`config.mk`:
```
export PLATFORM = sky130hd
export DESIGN_NAME = axil_regfile_flat
export DESIGN_NICKNAME = d
export VERILOG_FILES = /design/src/rtl/axil_regfile_if.sv /design/src/rtl/axil_regfile.sv /design/src/flat_wrapper.sv
export SDC_FILE = /design/constraint.sdc
export NUM_CORES = 1
export LEC_CHECK = 0
export ABC_AREA = 1
export CORE_MARGIN = 2
export CORE_UTILIZATION = 54
export DETAILED_ROUTE_END_ITERATION = 8
export PLACE_DENSITY = 0.94
export SYNTH_ARGS = -nofsm -noshare
export SYNTH_HDL_FRONTEND = slang
export SYNTH_SLANG_ARGS = --single-unit
```
`constraint.sdc`:
```
create_clock -name i_clk -period 3.3 [get_ports i_clk]
set_input_delay 0.495 -clock i_clk [delete_from_list [all_inputs] [get_ports i_clk]]
set_output_delay 0.495 -clock i_clk [all_outputs]
set_load 0.01 [all_outputs]
```
`src/rtl/axil_regfile_if.sv`:
```
// axil_regfile_if: AXI4-Lite bus bundle between a master and the axil_regfile slave.
// Carries the AW, W, B, AR and R channels. DATA_W is the data width and ADDR_W the byte-address width.
// The master modport drives valids, addresses, data and the B/R readies; the slave modport drives the rest.
interface axil_regfile_if #(
    parameter int DATA_W = 32,
    parameter int ADDR_W = 4
);
    logic                  awvalid;
    logic                  awready;
    logic [ADDR_W-1:0]     awaddr;
    logic [2:0]            awprot;
    logic                  wvalid;
    logic                  wready;
    logic [DATA_W-1:0]     wdata;
    logic [DATA_W/8-1:0]   wstrb;
    logic                  bvalid;
    logic                  bready;
    logic [1:0]            bresp;
    logic                  arvalid;
    logic                  arready;
    logic [ADDR_W-1:0]     araddr;
    logic [2:0]            arprot;
    logic                  rvalid;
    logic                  rready;
    logic [DATA_W-1:0]     rdata;
    logic [1:0]            rresp;

    modport master (
        output awvalid, awaddr, awprot, wvalid, wdata, wstrb, bready,
        output arvalid, araddr, arprot, rready,
        input  awready, wready, bvalid, bresp, arready, rvalid, rdata, rresp
    );

    modport slave (
        input  awvalid, awaddr, awprot, wvalid, wdata, wstrb, bready,
        input  arvalid, araddr, arprot, rready,
        output awready, wready, bvalid, bresp, arready, rvalid, rdata, rresp
    );
endinterface

```
`src/rtl/axil_regfile.sv`:
```
// axil_regfile: parametrised AXI4-Lite slave register file with flat register outputs and write pulses.
// Ports: i_clk (clock), i_axi_reset_n (async active-low reset), s_axi (axil_regfile_if.slave bus),
//        o_regs (register k at [k*W +: W]), o_wr_pulse (one-cycle pulse per written register).
// Option: define AXIL_REGFILE_SLVERR_EN to answer out-of-range accesses with SLVERR instead of OKAY.
module axil_regfile #(
    parameter int C_AXI_DATA_WIDTH = 32,
    parameter int C_AXI_ADDR_WIDTH = 4,
    parameter int NUM_REGS         = 4
) (
    input  logic                                 i_clk,
    input  logic                                 i_axi_reset_n,
    axil_regfile_if.slave                        s_axi,
    output logic [NUM_REGS*C_AXI_DATA_WIDTH-1:0] o_regs,
    output logic [NUM_REGS-1:0]                  o_wr_pulse
);
    localparam int DW      = C_AXI_DATA_WIDTH;
    localparam int NB      = DW / 8;
    localparam int ADDRLSB = $clog2(NB);
    localparam int IW      = C_AXI_ADDR_WIDTH - ADDRLSB;
    localparam int IW1     = IW + 1;
    localparam logic [IW:0] NREG = IW1'(NUM_REGS);
`ifdef AXIL_REGFILE_SLVERR_EN
    localparam logic [1:0] OOR_RESP = 2'b10;
`else
    localparam logic [1:0] OOR_RESP = 2'b00;
`endif

    logic                         aw_full_q, aw_full_d;
    logic [IW-1:0]                aw_idx_q, aw_idx_d;
    logic                         w_full_q, w_full_d;
    logic [DW-1:0]                wdata_q, wdata_d;
    logic [NB-1:0]                wstrb_q, wstrb_d;
    logic                         bvalid_q, bvalid_d;
    logic [1:0]                   bresp_q, bresp_d;
    logic                         rvalid_q, rvalid_d;
    logic [1:0]                   rresp_q, rresp_d;
    logic [DW-1:0]                rdata_q, rdata_d;
    logic [NUM_REGS-1:0][DW-1:0]  regs_q, regs_d;
    logic [NUM_REGS-1:0]          wr_pulse_q, wr_pulse_d;
    logic                         aw_hs, w_hs, ar_hs, commit, aw_oor, ar_oor;
    logic [IW-1:0]                ar_idx;
    logic [DW-1:0]                rsel;
    logic                         unused;

    // Readies are gated by reset so they read 0 while the slave is held in reset.
    assign s_axi.awready = i_axi_reset_n & ~aw_full_q;
    assign s_axi.wready  = i_axi_reset_n & ~w_full_q;
    assign s_axi.arready = i_axi_reset_n & ~rvalid_q;
    assign s_axi.bvalid  = bvalid_q;
    assign s_axi.bresp   = bresp_q;
    assign s_axi.rvalid  = rvalid_q;
    assign s_axi.rresp   = rresp_q;
    assign s_axi.rdata   = rdata_q;
    assign o_regs        = regs_q;
    assign o_wr_pulse    = wr_pulse_q;

    assign aw_hs  = s_axi.awvalid & s_axi.awready;
    assign w_hs   = s_axi.wvalid & s_axi.wready;
    assign ar_hs  = s_axi.arvalid & s_axi.arready;
    assign ar_idx = s_axi.araddr[C_AXI_ADDR_WIDTH-1:ADDRLSB];
    // A held pair commits only once the previous response has gone or is leaving now.
    assign commit = aw_full_q & w_full_q & (~bvalid_q | s_axi.bready);
    assign aw_oor = {1'b0, aw_idx_q} >= NREG;
    assign ar_oor = {1'b0, ar_idx} >= NREG;
    assign unused = &{1'b0, s_axi.awprot, s_axi.arprot,
                      s_axi.awaddr[ADDRLSB-1:0], s_axi.araddr[ADDRLSB-1:0]};

    always_comb begin
        aw_full_d  = commit ? 1'b0 : (aw_hs | aw_full_q);
        aw_idx_d   = aw_hs ? s_axi.awaddr[C_AXI_ADDR_WIDTH-1:ADDRLSB] : aw_idx_q;
        w_full_d   = commit ? 1'b0 : (w_hs | w_full_q);
        wdata_d    = w_hs ? s_axi.wdata : wdata_q;
        wstrb_d    = w_hs ? s_axi.wstrb : wstrb_q;
        bvalid_d   = commit | (bvalid_q & ~s_axi.bready);
        bresp_d    = commit ? (aw_oor ? OOR_RESP : 2'b00) : bresp_q;
        rvalid_d   = ar_hs | (rvalid_q & ~s_axi.rready);
        regs_d     = regs_q;
        wr_pulse_d = '0;
        rsel       = '0;
        // Out-of-range indices match no k: no update, no pulse, and read data stays 0.
        for (int k = 0; k < NUM_REGS; k++) begin
            if (commit && aw_idx_q == IW'(k)) begin
                wr_pulse_d[k] = 1'b1;
                for (int b = 0; b < NB; b++)
                    if (wstrb_q[b]) regs_d[k][b*8 +: 8] = wdata_q[b*8 +: 8];
            end
            if (ar_idx == IW'(k)) rsel = regs_q[k];
        end
        // rsel comes from regs_q, so a read on the commit edge returns the pre-write value.
        rdata_d    = ar_hs ? rsel : rdata_q;
        rresp_d    = ar_hs ? (ar_oor ? OOR_RESP : 2'b00) : rresp_q;
    end

    always_ff @(posedge i_clk or negedge i_axi_reset_n) begin
        if (!i_axi_reset_n) begin
            aw_full_q  <= 1'b0;
            aw_idx_q   <= '0;
            w_full_q   <= 1'b0;
            wdata_q    <= '0;
            wstrb_q    <= '0;
            bvalid_q   <= 1'b0;
            bresp_q    <= 2'b00;
            rvalid_q   <= 1'b0;
            rresp_q    <= 2'b00;
            rdata_q    <= '0;
            regs_q     <= '0;
            wr_pulse_q <= '0;
        end else begin
            aw_full_q  <= aw_full_d;
            aw_idx_q   <= aw_idx_d;
            w_full_q   <= w_full_d;
            wdata_q    <= wdata_d;
            wstrb_q    <= wstrb_d;
            bvalid_q   <= bvalid_d;
            bresp_q    <= bresp_d;
            rvalid_q   <= rvalid_d;
            rresp_q    <= rresp_d;
            rdata_q    <= rdata_d;
            regs_q     <= regs_d;
            wr_pulse_q <= wr_pulse_d;
        end
    end
endmodule

```
`src/flat_wrapper.sv`:
```
// flat-port wrapper written by rule: the top's interface ports become plain ports
module axil_regfile_flat 
#(
    parameter int C_AXI_DATA_WIDTH = 32,
    parameter int C_AXI_ADDR_WIDTH = 4,
    parameter int NUM_REGS         = 4
)
  (i_clk, i_axi_reset_n, o_regs, o_wr_pulse, s_axi_awvalid, s_axi_awaddr, s_axi_awprot, s_axi_wvalid, s_axi_wdata, s_axi_wstrb, s_axi_bready, s_axi_arvalid, s_axi_araddr, s_axi_arprot, s_axi_rready, s_axi_awready, s_axi_wready, s_axi_bvalid, s_axi_bresp, s_axi_arready, s_axi_rvalid, s_axi_rdata, s_axi_rresp);
  axil_regfile_if s_axi_i ();
  input  logic i_clk;
  input  logic i_axi_reset_n;
  output logic [NUM_REGS*C_AXI_DATA_WIDTH-1:0] o_regs;
  output logic [NUM_REGS-1:0] o_wr_pulse;
  input wire logic [$bits(s_axi_i.awvalid)-1:0] s_axi_awvalid;
  input wire logic [$bits(s_axi_i.awaddr)-1:0] s_axi_awaddr;
  input wire logic [$bits(s_axi_i.awprot)-1:0] s_axi_awprot;
  input wire logic [$bits(s_axi_i.wvalid)-1:0] s_axi_wvalid;
  input wire logic [$bits(s_axi_i.wdata)-1:0] s_axi_wdata;
  input wire logic [$bits(s_axi_i.wstrb)-1:0] s_axi_wstrb;
  input wire logic [$bits(s_axi_i.bready)-1:0] s_axi_bready;
  input wire logic [$bits(s_axi_i.arvalid)-1:0] s_axi_arvalid;
  input wire logic [$bits(s_axi_i.araddr)-1:0] s_axi_araddr;
  input wire logic [$bits(s_axi_i.arprot)-1:0] s_axi_arprot;
  input wire logic [$bits(s_axi_i.rready)-1:0] s_axi_rready;
  output wire logic [$bits(s_axi_i.awready)-1:0] s_axi_awready;
  output wire logic [$bits(s_axi_i.wready)-1:0] s_axi_wready;
  output wire logic [$bits(s_axi_i.bvalid)-1:0] s_axi_bvalid;
  output wire logic [$bits(s_axi_i.bresp)-1:0] s_axi_bresp;
  output wire logic [$bits(s_axi_i.arready)-1:0] s_axi_arready;
  output wire logic [$bits(s_axi_i.rvalid)-1:0] s_axi_rvalid;
  output wire logic [$bits(s_axi_i.rdata)-1:0] s_axi_rdata;
  output wire logic [$bits(s_axi_i.rresp)-1:0] s_axi_rresp;
  assign s_axi_i.awvalid = s_axi_awvalid;
  assign s_axi_i.awaddr = s_axi_awaddr;
  assign s_axi_i.awprot = s_axi_awprot;
  assign s_axi_i.wvalid = s_axi_wvalid;
  assign s_axi_i.wdata = s_axi_wdata;
  assign s_axi_i.wstrb = s_axi_wstrb;
  assign s_axi_i.bready = s_axi_bready;
  assign s_axi_i.arvalid = s_axi_arvalid;
  assign s_axi_i.araddr = s_axi_araddr;
  assign s_axi_i.arprot = s_axi_arprot;
  assign s_axi_i.rready = s_axi_rready;
  assign s_axi_awready = s_axi_i.awready;
  assign s_axi_wready = s_axi_i.wready;
  assign s_axi_bvalid = s_axi_i.bvalid;
  assign s_axi_bresp = s_axi_i.bresp;
  assign s_axi_arready = s_axi_i.arready;
  assign s_axi_rvalid = s_axi_i.rvalid;
  assign s_axi_rdata = s_axi_i.rdata;
  assign s_axi_rresp = s_axi_i.rresp;
  axil_regfile #(.C_AXI_DATA_WIDTH(C_AXI_DATA_WIDTH), .C_AXI_ADDR_WIDTH(C_AXI_ADDR_WIDTH), .NUM_REGS(NUM_REGS)) u_core (.i_clk(i_clk), .i_axi_reset_n(i_axi_reset_n), .s_axi(s_axi_i), .o_regs(o_regs), .o_wr_pulse(o_wr_pulse));
endmodule
```
======== After elaboration in Yosys (flattened, before gate mapping) ========
Index checks and enable logic that the tools add are counted.
word-level totals
  flip-flop bits (word level) ............. 206
  bits of input ports ..................... 57
  output and inout bits ................... 173
cells by class
  equality and inequality tests ........... 6
  multiplexer cells ....................... 10
  bitwise operators ....................... 21
  reduce and logical (&&, ||, !) cells .... 22
operators by type and width
  operator                                              number
  2-to-1 mux 32 bit                                     4
  AND reduction 2 bit                                   16
  bitwise AND 1 bit                                     10
  equality test 2 bit (second input constant)           4
  2-to-1 mux 1 bit                                      6
  NOT 1 bit                                             6
  OR 1 bit                                              5
  equality test 2 x 1 -> 1 bit (second input constant)  2
  logical AND 1 bit                                     4
  zero test 2 bit                                       2

======== Depth between registers and ports, before layout ========
Gate-level depths: netlist of run 1.
  depth in word-level cells ............... 5
  gate-level depth with buffers ........... 8
  mapped depth without buffers ............ 6

======== Worst setup path after synthesis of run 1 ========
Ideal clock, no wire load.
  path type ............................... input port to output port
  start point ............................. in i_axi_reset_n
  end point ............................... out s_axi_wready
  arrival time ............................ 1.000 ns
  data required time ...................... 2.805 ns
  slack ................................... 1.805 ns
  cell stages on the path ................. 4
  buffers on the path ..................... 2
  path through ............................ inv_2 nor2_1 buf_2 buf_2
on the way
  word-level cells in the longest chain between the ends .. 1
RTL lines
  what                RTL line            text
  start: declaration  flat_wrapper.sv:11  input logic i_axi_reset_n;
  bitwise AND 1 bit   axil_regfile.sv:47  assign s_axi.wready = i_axi_reset_n & ~w_full_q;
  end: declaration    flat_wrapper.sv:26  output wire logic [$bits(s_axi_i.wready)-1:0] s_axi_wready;
No other way between the ends.

======== Final worst setup path of run 1 ========
  start point ............................. in i_axi_reset_n
  end point ............................... out s_axi_awready
on the way
  word-level cells in the longest chain between the ends .. 1
RTL lines
  what               RTL line            text
  bitwise AND 1 bit  axil_regfile.sv:46  assign s_axi.awready = i_axi_reset_n & ~aw_full_q;
  end: declaration   flat_wrapper.sv:25  output wire logic [$bits(s_axi_i.awready)-1:0] s_axi_awready;
No other way between the ends.

==> results.md, run 1 <==
- Outcome: complete, no violations
- RSZ-0062 raised after global routing: false
- Clock buffer count from CTS: 21
- Clk_lat worst skew: 0.49 ns
- GP Congestion: 0.8701
- Worst-Margin Slew: 0.9151 ns
- Final wirelength: 29.82 mm
- Vias: 9321
- Antenna cell count: 0
- Clk sinks: 206
- Non-Filler Instances: 1539
- Relative slew margins: 38.99%
- Min-Delay Path Class: in2async
- Routed WL per cell: 19.38 µm
- Antenna violations before repair: 0
- Crit path required time: 2.80 ns
- Htree depth: 1
- Max_cap viols: 0
- Crit end category: output pin
- Area Growth Syn to Fin: 30.19%
- Antenna-violating nets left: 0
- Remaining DRCs: 0
- Setup_tns: 0 ns
- Crit Path Category: in2out
- Max Clk Rate: 355.0 MHz
- Worst clock skew: 0.009347 ns
- Worst flop-to-flop path startpoint: u_core.aw_idx_q[1]
- Fin area: 12230 µm²
- P per Cell Area: 928.6 nW/µm²
- Clk pwr share: 19.6%
- Final hold vios: 0
- Tmin final: 2.817 ns
- R2R setup slack: 1.20 ns
- CORE AREA: 17180 µm²
- Nets: 1362
- Area post-placement: 11590 µm²
- CP max-delay cell: clkdlybuf4s50_1
- DIE AREA: 18460 µm²
- Final Max Tran Viols: 0
- GRT Overall Usage: 32.64%
- Root Driver: clkbuf_16
- Gate power share: 39.8%
- Buffers added on ports: 215
- Net Sw Power: 4562 µW
- Syn avg cell area: 8.318 µm²
- Startpoint Class: input pin
- Grt ovf: 0
- Max stage delay on crit path: 0.58 ns
- Cell Int Power: 6792 µW
- Fin util: 71.18%
- Synth Cell Area: 9392 µm²
- Fin worst setup slack: 0.4828 ns
- Endpoints failing setup: 0
- Reg clk slew, reported paths: 0.06 ns
- Cells after Synth: 1129
- Initial drt markers: 960
- Share of total power in sequential cells: 40.6%
- Switch share: 40.18%
- Pre-CTS setup slack: 0.8513 ns
- Max FO, Critical Path: 35
- Post-detail-place hpwl: 19.27 mm
- R2R depth: 5
- Worst EP arrival: 2.32 ns
- Leak: 0.006100 µW
- Seq/Total Area, Yosys: 54.89%
- Critical Path End: s_axi_awready
- Largest net degree at the start of global routing: 73
- Tcrit/Tclk final: 85.37%
- First-pass GRT wire length: 47.15 mm
- Yosys warns: 0
- CTS tree: yes
- Share of post-route cells with drive strength above 1: 6.773%
- IO Count: 230
- Vias/cell: 6.057
- Placed cell count: 1506
- Clk buf depth: 3
- Cell Chain, Critical Path: dlygate4sd3_1 > clkbuf_8 > inv_2 > nor2_1 > clkdlybuf4s50_1
- Distinct cells, synth: 22
- Die Ht: 135.9 µm
- Crit path launch: i_axi_reset_n
- VDD IR-drop max: 0.5796 mV
- Setup bufs post-CTS: 0
- Num rows: 48
- DRT Pass-1 Iters: 5
- Initial Util: 54.68%
- R2R Path End: u_core.o_regs[89]
- Flops & latches, synth: 206
- Number of global-route vias before repair: 9039
- Die Width: 135.9 µm
## critical path, delay by kind of cell
kind	cells	cell delay, ns
buf+inv	4	1.57
simple gates	1	0.23
## cell families (layout without fill, tap and decap cells)
| logic type | count (synthesis) | after routing | share of synthesized area [%] |
|---|---|---|---|
| and+or+nand+nor | 787 | 787 | 38.02 |
| other | 1 | 4 | 0.03993 |
| AOI/OAI and AO/OA | 38 | 38 | 2.065 |
| buffers and inverters | 97 | 279 | 4.983 |
| DFF | 206 | 206 | 54.89 |
## synth_stat cells, drive strengths merged
| library cell | number | area share [%] |
|---|---|---|
| o21ai | 33 | 1.8 |
| inv | 9 | 0.36 |
| dfrtp | 206 | 55 |
| nand2 | 464 | 19 |
| nor3 | 3 | 0.16 |
| conb | 1 | 0.040 |
| nor2 | 76 | 3.3 |
| nand3 | 100 | 5.3 |
| a21oi | 5 | 0.31 |
| nand4 | 144 | 11 |
| buf | 53 | 3.2 |
| clkinv | 1 | 0.053 |
| clkbuf | 34 | 1.4 |
## power by group through the flow
stage | registers (µW) | logic (µW) | clock network [µW]
after global routing | 4720 | 4900 | 2340
after detailed placement | 4590 | 4490 | 0
final | 4610 | 4510 | 2230
after floorplan | 4640 | 1990 | 0
after CTS | 4570 | 4510 | 2240
after global placement | 4560 | 4330 | 0
## metal layers
layer | GRT usage, % | part of all wire (%)
met5 | 0 | 0
met4 | 13.19 | 3.5
met3 | 5.928 | 11
met2 | 53.54 | 48
met1 | 43.23 | 37
## registers in the layout, indices dropped and copies added (netlist names)
register and flops:
u_core.wstrb_q 4, u_core.w_full_q 1, u_core.aw_idx_q 2, u_core.o_wr_pulse 4
u_core.wdata_q 32, u_core.s_axi.rdata 32, u_core.aw_full_q 1, u_core.o_regs 128
u_core.s_axi.bvalid 1, u_core.s_axi.rvalid 1
## stage by stage
| stage | total power [µW] | hold WS [ns] |
|---|---|---|
| global placement | 8886 | 0.4162 |
| global route | 11970 | 0.4947 |
| finish | 11350 | 0.4595 |
| CTS | 11320 | 0.4537 |
| detailed placement | 9076 | 0.4170 |
| floorplan | 6623 | 0.1994 |
## layout by cell type, fill, tap and decap left out, drive strengths merged
master,Yosys,layout
buf,53,24
inv,9,9
nand2,464,464
a21oi,5,5
clkdlybuf4s50,0,211
clkinvlp,0,1
clkbuf,34,28
conb,1,4
nand3,100,100
nor2,76,76
o21ai,33,33
dfrtp,206,206
dlygate4sd3,0,1
nor3,3,3
clkinv,1,5
nand4,144,144
## worst min path at each step
stage                           start  depth (start not counted)                endpoint
5_1_grt        u_core.s_axi.rdata[22]                          2  u_core.s_axi.rdata[22]
4_1_cts                  s_axi_wvalid                          3      u_core.wdata_q[13]
2_1_floorplan           i_axi_reset_n                          0        u_core.aw_full_q
3_5_place_dp            i_axi_reset_n                          1      u_core.wdata_q[11]
3_3_place_gp            i_axi_reset_n                          1      u_core.wdata_q[11]
6_report                i_axi_reset_n                          2      u_core.wdata_q[11]
## layout make-up
cell class	instances	area [µm²]
sequential	206	5155
inverter	10	38.79
clock buffer	27	598.1
timing repair buffer	237	2321
clock inverter	5	27.53
multi-input combinational	829	3805
fill	1265	4950
tap	225	281.5
## timing repair
item	in CTS	in global routing
gates resized for setup	0	0
hold endpoints to repair	32	0
hold buffers	1	0
setup endpoints to repair	0	0
(Power assumes the default switching activity.)
==> run 2: changes to the inputs <==
REMOVE_ABC_BUFFERS = 1   (was default)
==> results.md, run 2 (synthesized netlist as in run 1, its figures left out) <==
- Outcome: complete, no violations (unchanged)
- Tcrit/Tclk final: 81.16% (was 85.37%)
- GRT Overall Usage: 32.88% (was 32.64%)
- Clock buffer count from CTS: 21 (unchanged)
- Remaining DRCs: 0 (unchanged)
- Gate power share: 39.5% (was 39.8%)
- Vias/cell: 6.073 (was 6.057)
- Number of global-route vias before repair: 8980 (was 9039)
- Worst-Margin Slew: 1.109 ns (was 0.9151 ns)
- Switch share: 39.85% (was 40.18%)
- R2R depth: 4 (was 5)
- Worst clock skew: 0.009435 ns (was 0.009347 ns)
- Die Width: 135.9 µm (unchanged)
- Antenna cell count: 0 (unchanged)
- CORE AREA: 17180 µm² (unchanged)
- Final-layout fill cell count: 1282 (was 1265)
- Post-detail-place hpwl: 18.23 mm (was 19.27 mm)
- CTS Hold Buffers Added: 0 (was 1)
- Reg clk slew, reported paths: 0.07 ns (was 0.06 ns)
- RSZ-0062 raised after global routing: false (unchanged)
- Largest net degree at the start of global routing: 143 (was 73)
- DIE AREA: 18460 µm² (unchanged)
- Cell Int Power: 6959 µW (was 6792 µW)
- CP max-delay cell: clkdlybuf4s50_1 (unchanged)
- Final hold vios: 0 (unchanged)
- Clk pwr share: 20.7% (was 19.6%)
- Root Driver: clkbuf_16 (unchanged)
- Crit Path Category: reg2out (was in2out)
- Grt ovf: 0 (unchanged)
- Final Max Tran Viols: 0 (unchanged)
- Htree depth: 1 (unchanged)
- Endpoints failing setup: 0 (unchanged)
- Multi-input logic area: 3807 µm² (was 3805 µm²)
- Vias: 9358 (was 9321)
- DRT Pass-1 Iters: 6 (was 5)
- Max stage delay on crit path: 0.67 ns (was 0.58 ns)
- Startpoint Class: flip-flop (was input pin)
- Area Growth Syn to Fin: 30.78% (was 30.19%)
- Clk sinks: 206 (unchanged)
- Antenna violations before repair: 0 (unchanged)
- Nets: 1360 (was 1362)
- Share of total power in sequential cells: 39.8% (was 40.6%)
- Largest register FFs: 128 (unchanged)
- Relative slew margins: 25.92% (was 38.99%)
- Tmin final: 2.678 ns (was 2.817 ns)
- Storage cell area: 5155 µm² (unchanged)
- Post-cts resize count: 0 (unchanged)
- GP Congestion: 0.8306 (was 0.8701)
- Net Sw Power: 4610 µW (was 4562 µW)
- Max_cap viols: 0 (unchanged)
- Total Power: 11570 µW (was 11350 µW)
- Initial Util: 54.68% (unchanged)
- Initial drt markers: 1269 (was 960)
- Num rows: 48 (unchanged)
- Hold slack: 0.1368 ns (was 0.4595 ns)
- Cell Chain, Critical Path: nor2_4 > clkdlybuf4s50_1 (was dlygate4sd3_1 > clkbuf_8 > inv_2 > nor2_1 > clkdlybuf4s50_1)
- Most frequent cells in the layout: nand2_1 (461), clkdlybuf4s50_1 (211), dfrtp_1 (206) (was nand2_1 (462), clkdlybuf4s50_1 (211), dfrtp_1 (206))
- Routed WL per cell: 19.76 µm (was 19.38 µm)
- Commonest non-fill, non-tap cell in the layout: nand2_1 (unchanged)
- Max Used Layer: met4 (unchanged)
- Max Clk Rate: 373.4 MHz (was 355.0 MHz)
- WL met2: 14.63 mm (was 14.33 mm)
- Met3 WL: 3.725 mm (was 3.309 mm)
- Crit end category: output pin (unchanged)
- Min-Delay Path Class: in2async (unchanged)
- Die Ht: 135.9 µm (unchanged)
- First-pass GRT wire length: 47.52 mm (was 47.15 mm)
- VDD IR-drop max: 0.6203 mV (was 0.5796 mV)
- Crit path required time: 2.80 ns (about the same)
- Setup bufs post-CTS: 0 (unchanged)
- Clk_lat worst skew: 0.49 ns (about the same)
- Final wirelength: 30.45 mm (was 29.82 mm)
- Max FO, Critical Path: 21 (was 35)
- Leak: 0.006118 µW (was 0.006100 µW)
- CTS tree: yes (unchanged)
- Antenna-violating nets left: 0 (unchanged)
- IO Count: 230 (unchanged)
- P per Cell Area: 941.9 nW/µm² (was 928.6 nW/µm²)
- Share of post-route cells with drive strength above 1: 6.839% (was 6.773%)
- Buffers added on ports: 215 (unchanged)
- Clk buf depth: 3 (unchanged)
- WL met1: 11.11 mm (was 11.14 mm)
- Worst EP arrival: 2.18 ns (was 2.32 ns)
==> run 2: changes by cell type in the layout (fill, tap and decap cells not counted) <==
cell,delta
buf_4,-2
buf_12,+1
clkbuf_1,+3
bufinv_16,+2
clkbuf_8,-1
dlygate4sd3_1,-1
nand2_2,+1
nand2_1,-1
==> run 2: per-stage QoR <==
step / std cells / setup slack (ns) / TNS, ns / instance area [µm²] / utilization (%)
2_1_floorplan: 1045 / -0.2893 / -37.53 / 8974 / -
3_3_place_gp: 1505 / 0.9589 / 0 / 11600 / 67.53
3_5_place_dp: 1505 / 0.9046 / 0 / 11600 / 67.53
4_1_cts: 1541 / 0.6509 / 0 / 12280 / 71.50
5_1_grt: 1541 / 0.5829 / 0 / 12280 / 71.50
6_report: 1541 / 0.6218 / 0 / 12280 / 71.50
==> run 2: cell type report <==
cell class / instances / share of cell area [%]
well taps: 225 / 2.292
inverters: 10 / 0.3158
clock buffers: 29 / 4.849
flip-flops and latches: 206 / 41.97
multi-input cells: 829 / 31.00
clock inverters: 7 / 0.7131
repair buffers: 235 / 18.86
==> run 2: layer usage <==
| metal | track usage [%] | vias to the layer above |
|---|---|---|
| li1 | - | 4115 |
| met5 | 0 | - |
| met2 | 51.85 | 685 |
| met3 | 7.718 | 105 |
| met1 | 44.06 | 4453 |
| met4 | 13.83 | 0 |
==> run 2: path summary, 6_finish.rpt <==
check	end	slack [ns]	start
max	s_axi_wready	0.62	u_core.w_full_q
min	u_core.o_regs[11]	0.14	i_axi_reset_n
max reg2reg	u_core.wdata_q[0]	1.07	u_core.w_full_q
min reg2reg	u_core.s_axi.rdata[22]	0.48	u_core.s_axi.rdata[22]
max in group asynchronous	u_core.o_regs[3]	1.69	i_axi_reset_n
min in group i_clk	u_core.s_axi.rdata[22]	0.48	u_core.s_axi.rdata[22]
==> run 2: critical path, delay by kind of cell, from the launching register on <==
kind                   cells  cell delay, ns
buffers and inverters      1            0.67
and+or+nand+nor            1            0.60
DFF                        1            0.42
==> run 2: power by group through the flow <==
| stage | logic [µW] | registers, µW | clock network, µW |
|---|---|---|---|
| global placement | 4350 | 4530 | 0 |
| global route | 4960 | 4710 | 2510 |
| floorplan | 1530 | 4830 | 0 |
| CTS | 4550 | 4560 | 2410 |
| finish | 4570 | 4600 | 2400 |
| detailed placement | 4510 | 4580 | 0 |
==> run 3: changes to the inputs <==
CORE_UTILIZATION = 50   (was 54)
PLACE_DENSITY = 0.89   (was 0.94)
clock period = 2.5 ns   (was 3.3 ns; I/O delays follow)
==> results.md, run 3 (synthesized netlist as in run 1, its figures left out) <==
- Outcome: complete, no violations (unchanged)
- Die Width: 141.1 µm (was 135.9 µm)
- Share of total power in sequential cells: 39.6% (was 39.8%)
- Gate power share: 38.9% (was 39.5%)
- Final wirelength: 30.15 mm (was 30.45 mm)
- Crit end category: output pin (unchanged)
- Clk pwr share: 21.5% (was 20.7%)
- GRT Overall Usage: 29.62% (was 32.88%)
- Max Clk Rate: 429.0 MHz
- Buffers added on ports: 215 (unchanged)
- Clk_lat worst skew: 0.50 ns (was 0.49 ns)
- Remaining DRCs: 0 (unchanged)
- Post-detail-place hpwl: 18.63 mm (was 18.23 mm)
- Placed cell count: 1521 (was 1505)
- Tcrit/Tclk final: 93.25%
- Setup bufs post-CTS: 0 (unchanged)
- Area Growth Syn to Fin: 32.36% (was 30.78%)
- Storage cell area: 5155 µm² (unchanged)
- P per Cell Area: 1243 nW/µm² (was 941.9 nW/µm²)
- Non-Filler Instances: 1562 (was 1541)
- Antenna violations before repair: 0 (unchanged)
- Relative slew margins: 32.25% (was 25.92%)
- Initial drt markers: 831 (was 1269)
- Commonest non-fill, non-tap cell in the layout: nand2_1 (unchanged)
- Fin area: 12430 µm² (was 12280 µm²)
- Share of post-route cells with drive strength above 1: 7.605% (was 6.839%)
- Pre-CTS setup slack: 0.4650 ns (was 0.9046 ns)
- Area post-placement: 11680 µm² (was 11600 µm²)
- Final-layout fill cell count: 1430 (was 1282)
- CTS tree: yes (unchanged)
- GR Util met3: 4.823% (was 7.718%)
- Antenna-violating nets left: 0 (unchanged)
- Total Power: 15450 µW (was 11570 µW)
- Grt ovf: 0 (unchanged)
- Multi-input logic area: 3810 µm² (was 3807 µm²)
- Vias: 9199 (was 9358)
- Hold slack: 0.2725 ns (was 0.1368 ns)
- Vias/cell: 5.889 (was 6.073)
- Largest net degree at the start of global routing: 117 (was 143)
- Most crowded layer after global routing: met2 (unchanged)
- Max FO, Critical Path: 14 (was 21)
- Root Driver: clkbuf_16 (unchanged)
- VDD IR-drop max: 0.8899 mV (was 0.6203 mV)
- Nets: 1369 (was 1360)
- DRT Pass-1 Iters: 6 (unchanged)
- Min-Delay Path Class: in2async (unchanged)
- IO Count: 230 (unchanged)
- Die Ht: 141.1 µm (was 135.9 µm)
- R2R setup slack: 0.69 ns (was 1.07 ns)
- GP Congestion: 0.8055 (was 0.8306)
- Htree depth: 1 (unchanged)
- Routed WL per cell: 19.30 µm (was 19.76 µm)
- Switch share: 39.27% (was 39.85%)
- Crit path required time: 2.12 ns (was 2.80 ns)
- RSZ-0062 raised after global routing: false (unchanged)
- Antenna cell count: 0 (unchanged)
- Number of global-route vias before repair: 8866 (was 8980)
- Met2 usage: 48.60% (was 51.85%)
- First-pass GRT wire length: 46.89 mm (was 47.52 mm)
- Worst clock skew: 0.01173 ns (was 0.009435 ns)
- Largest register FFs: 128 (unchanged)
- Initial Util: 50.55% (was 54.68%)
- GR met1 Demand/Resource: 39.56% (was 44.06%)
- Cell Int Power: 9383 µW (was 6959 µW)
- Most frequent cells in the layout: nand2_1 (460), clkdlybuf4s50_1 (211), dfrtp_1 (206) (was nand2_1 (461), clkdlybuf4s50_1 (211), dfrtp_1 (206))
- Startpoint Class: input pin (was flip-flop)
- DIE AREA: 19900 µm² (was 18460 µm²)
- Num rows: 50 (was 48)
- CORE AREA: 18580 µm² (was 17180 µm²)
- Crit Path Category: in2out (was reg2out)
- Leak: 0.006192 µW (was 0.006118 µW)
- Max_cap viols: 0 (unchanged)
- Endpoints failing setup: 0 (unchanged)
- Final hold vios: 0 (unchanged)
- Final Max Tran Viols: 0 (unchanged)
- Clk sinks: 206 (unchanged)
- Tmin final: 2.331 ns
- Reg clk slew, reported paths: 0.06 ns (was 0.07 ns)
- Net Sw Power: 6067 µW (was 4610 µW)
- Worst EP arrival: 1.96 ns (was 2.18 ns)
- Worst-Margin Slew: 1.016 ns (was 1.109 ns)
- Clk buf depth: 3 (unchanged)
- Clock buffer count from CTS: 22 (was 21)
- Fin worst setup slack: 0.1687 ns (was 0.6218 ns)
-- run 3: cell types whose count changed in the layout (fill, tap and decap cells not counted) --
cell / delta
nand2_1: -1
buf_8: +1
clkbuf_8: -1
buf_12: +1
clkbuf_1: +1
buf_4: +6
dlygate4sd3_1: +1
clkinv_2: +1
nand2_2: +1
clkbuf_16: +2
-- run 3: worst paths after layout --
check	from	endpoint	depth (start not counted)
setup / recovery	i_axi_reset_n	s_axi_wready	5
hold / removal	i_axi_reset_n	u_core.s_axi.rdata[9]	2
setup reg to reg	u_core.aw_idx_q[0]	u_core.o_regs[57]	5
hold reg to reg	u_core.s_axi.rdata[29]	u_core.s_axi.rdata[29]	2
max in group asynchronous	i_axi_reset_n	u_core.s_axi.rdata[28]	3
min in group i_clk	s_axi_araddr[2]	u_core.s_axi.rdata[16]	5
-- run 3: through the flow --
step | utilization (%) | TNS [ns]
floorplan | - | -145.95
global placement | 62.86 | 0
detailed placement | 62.86 | 0
CTS | 66.90 | 0
global route | 66.90 | 0
finish | 66.90 | 0
-- run 3: power groups by stage --
stage,Clock [µW],Sequential (µW),Combinational (µW)
after floorplan,0,6380,2020
after global placement,0,6040,5780
after detailed placement,0,6080,5960
after CTS,3360,6050,6010
after global routing,3470,6260,6520
final,3320,6120,6010
-- run 3: cell type report --
type | instances | area share (%)
timing repair buffer | 243 | 19.25
multi-input combinational | 829 | 30.65
inverter | 10 | 0.3120
clock buffer | 32 | 5.224
sequential | 206 | 41.47
clock inverter | 8 | 0.7448
tap | 234 | 2.355
-- run 3: repair_timing --
action,CTS,global route
hold endpoints to repair,11,0
resized for setup,0,0
hold buffers,1,0
-- run 3: worst max-delay path, cell delays in order --
cell	delay (ns)
dlygate4sd3_1	0.56
buf_8	0.18
inv_2	0.09
nor2_4	0.16
clkdlybuf4s50_1	0.57
-- run 3: per-layer routing --
| layer | up-vias | wire, µm |
|---|---|---|
| li1 | 4146 | - |
| met1 | 4437 | 11710 |
| met2 | 532 | 14730 |
| met3 | 84 | 2746 |
| met4 | 0 | 964 |
| met5 | - | 0 |
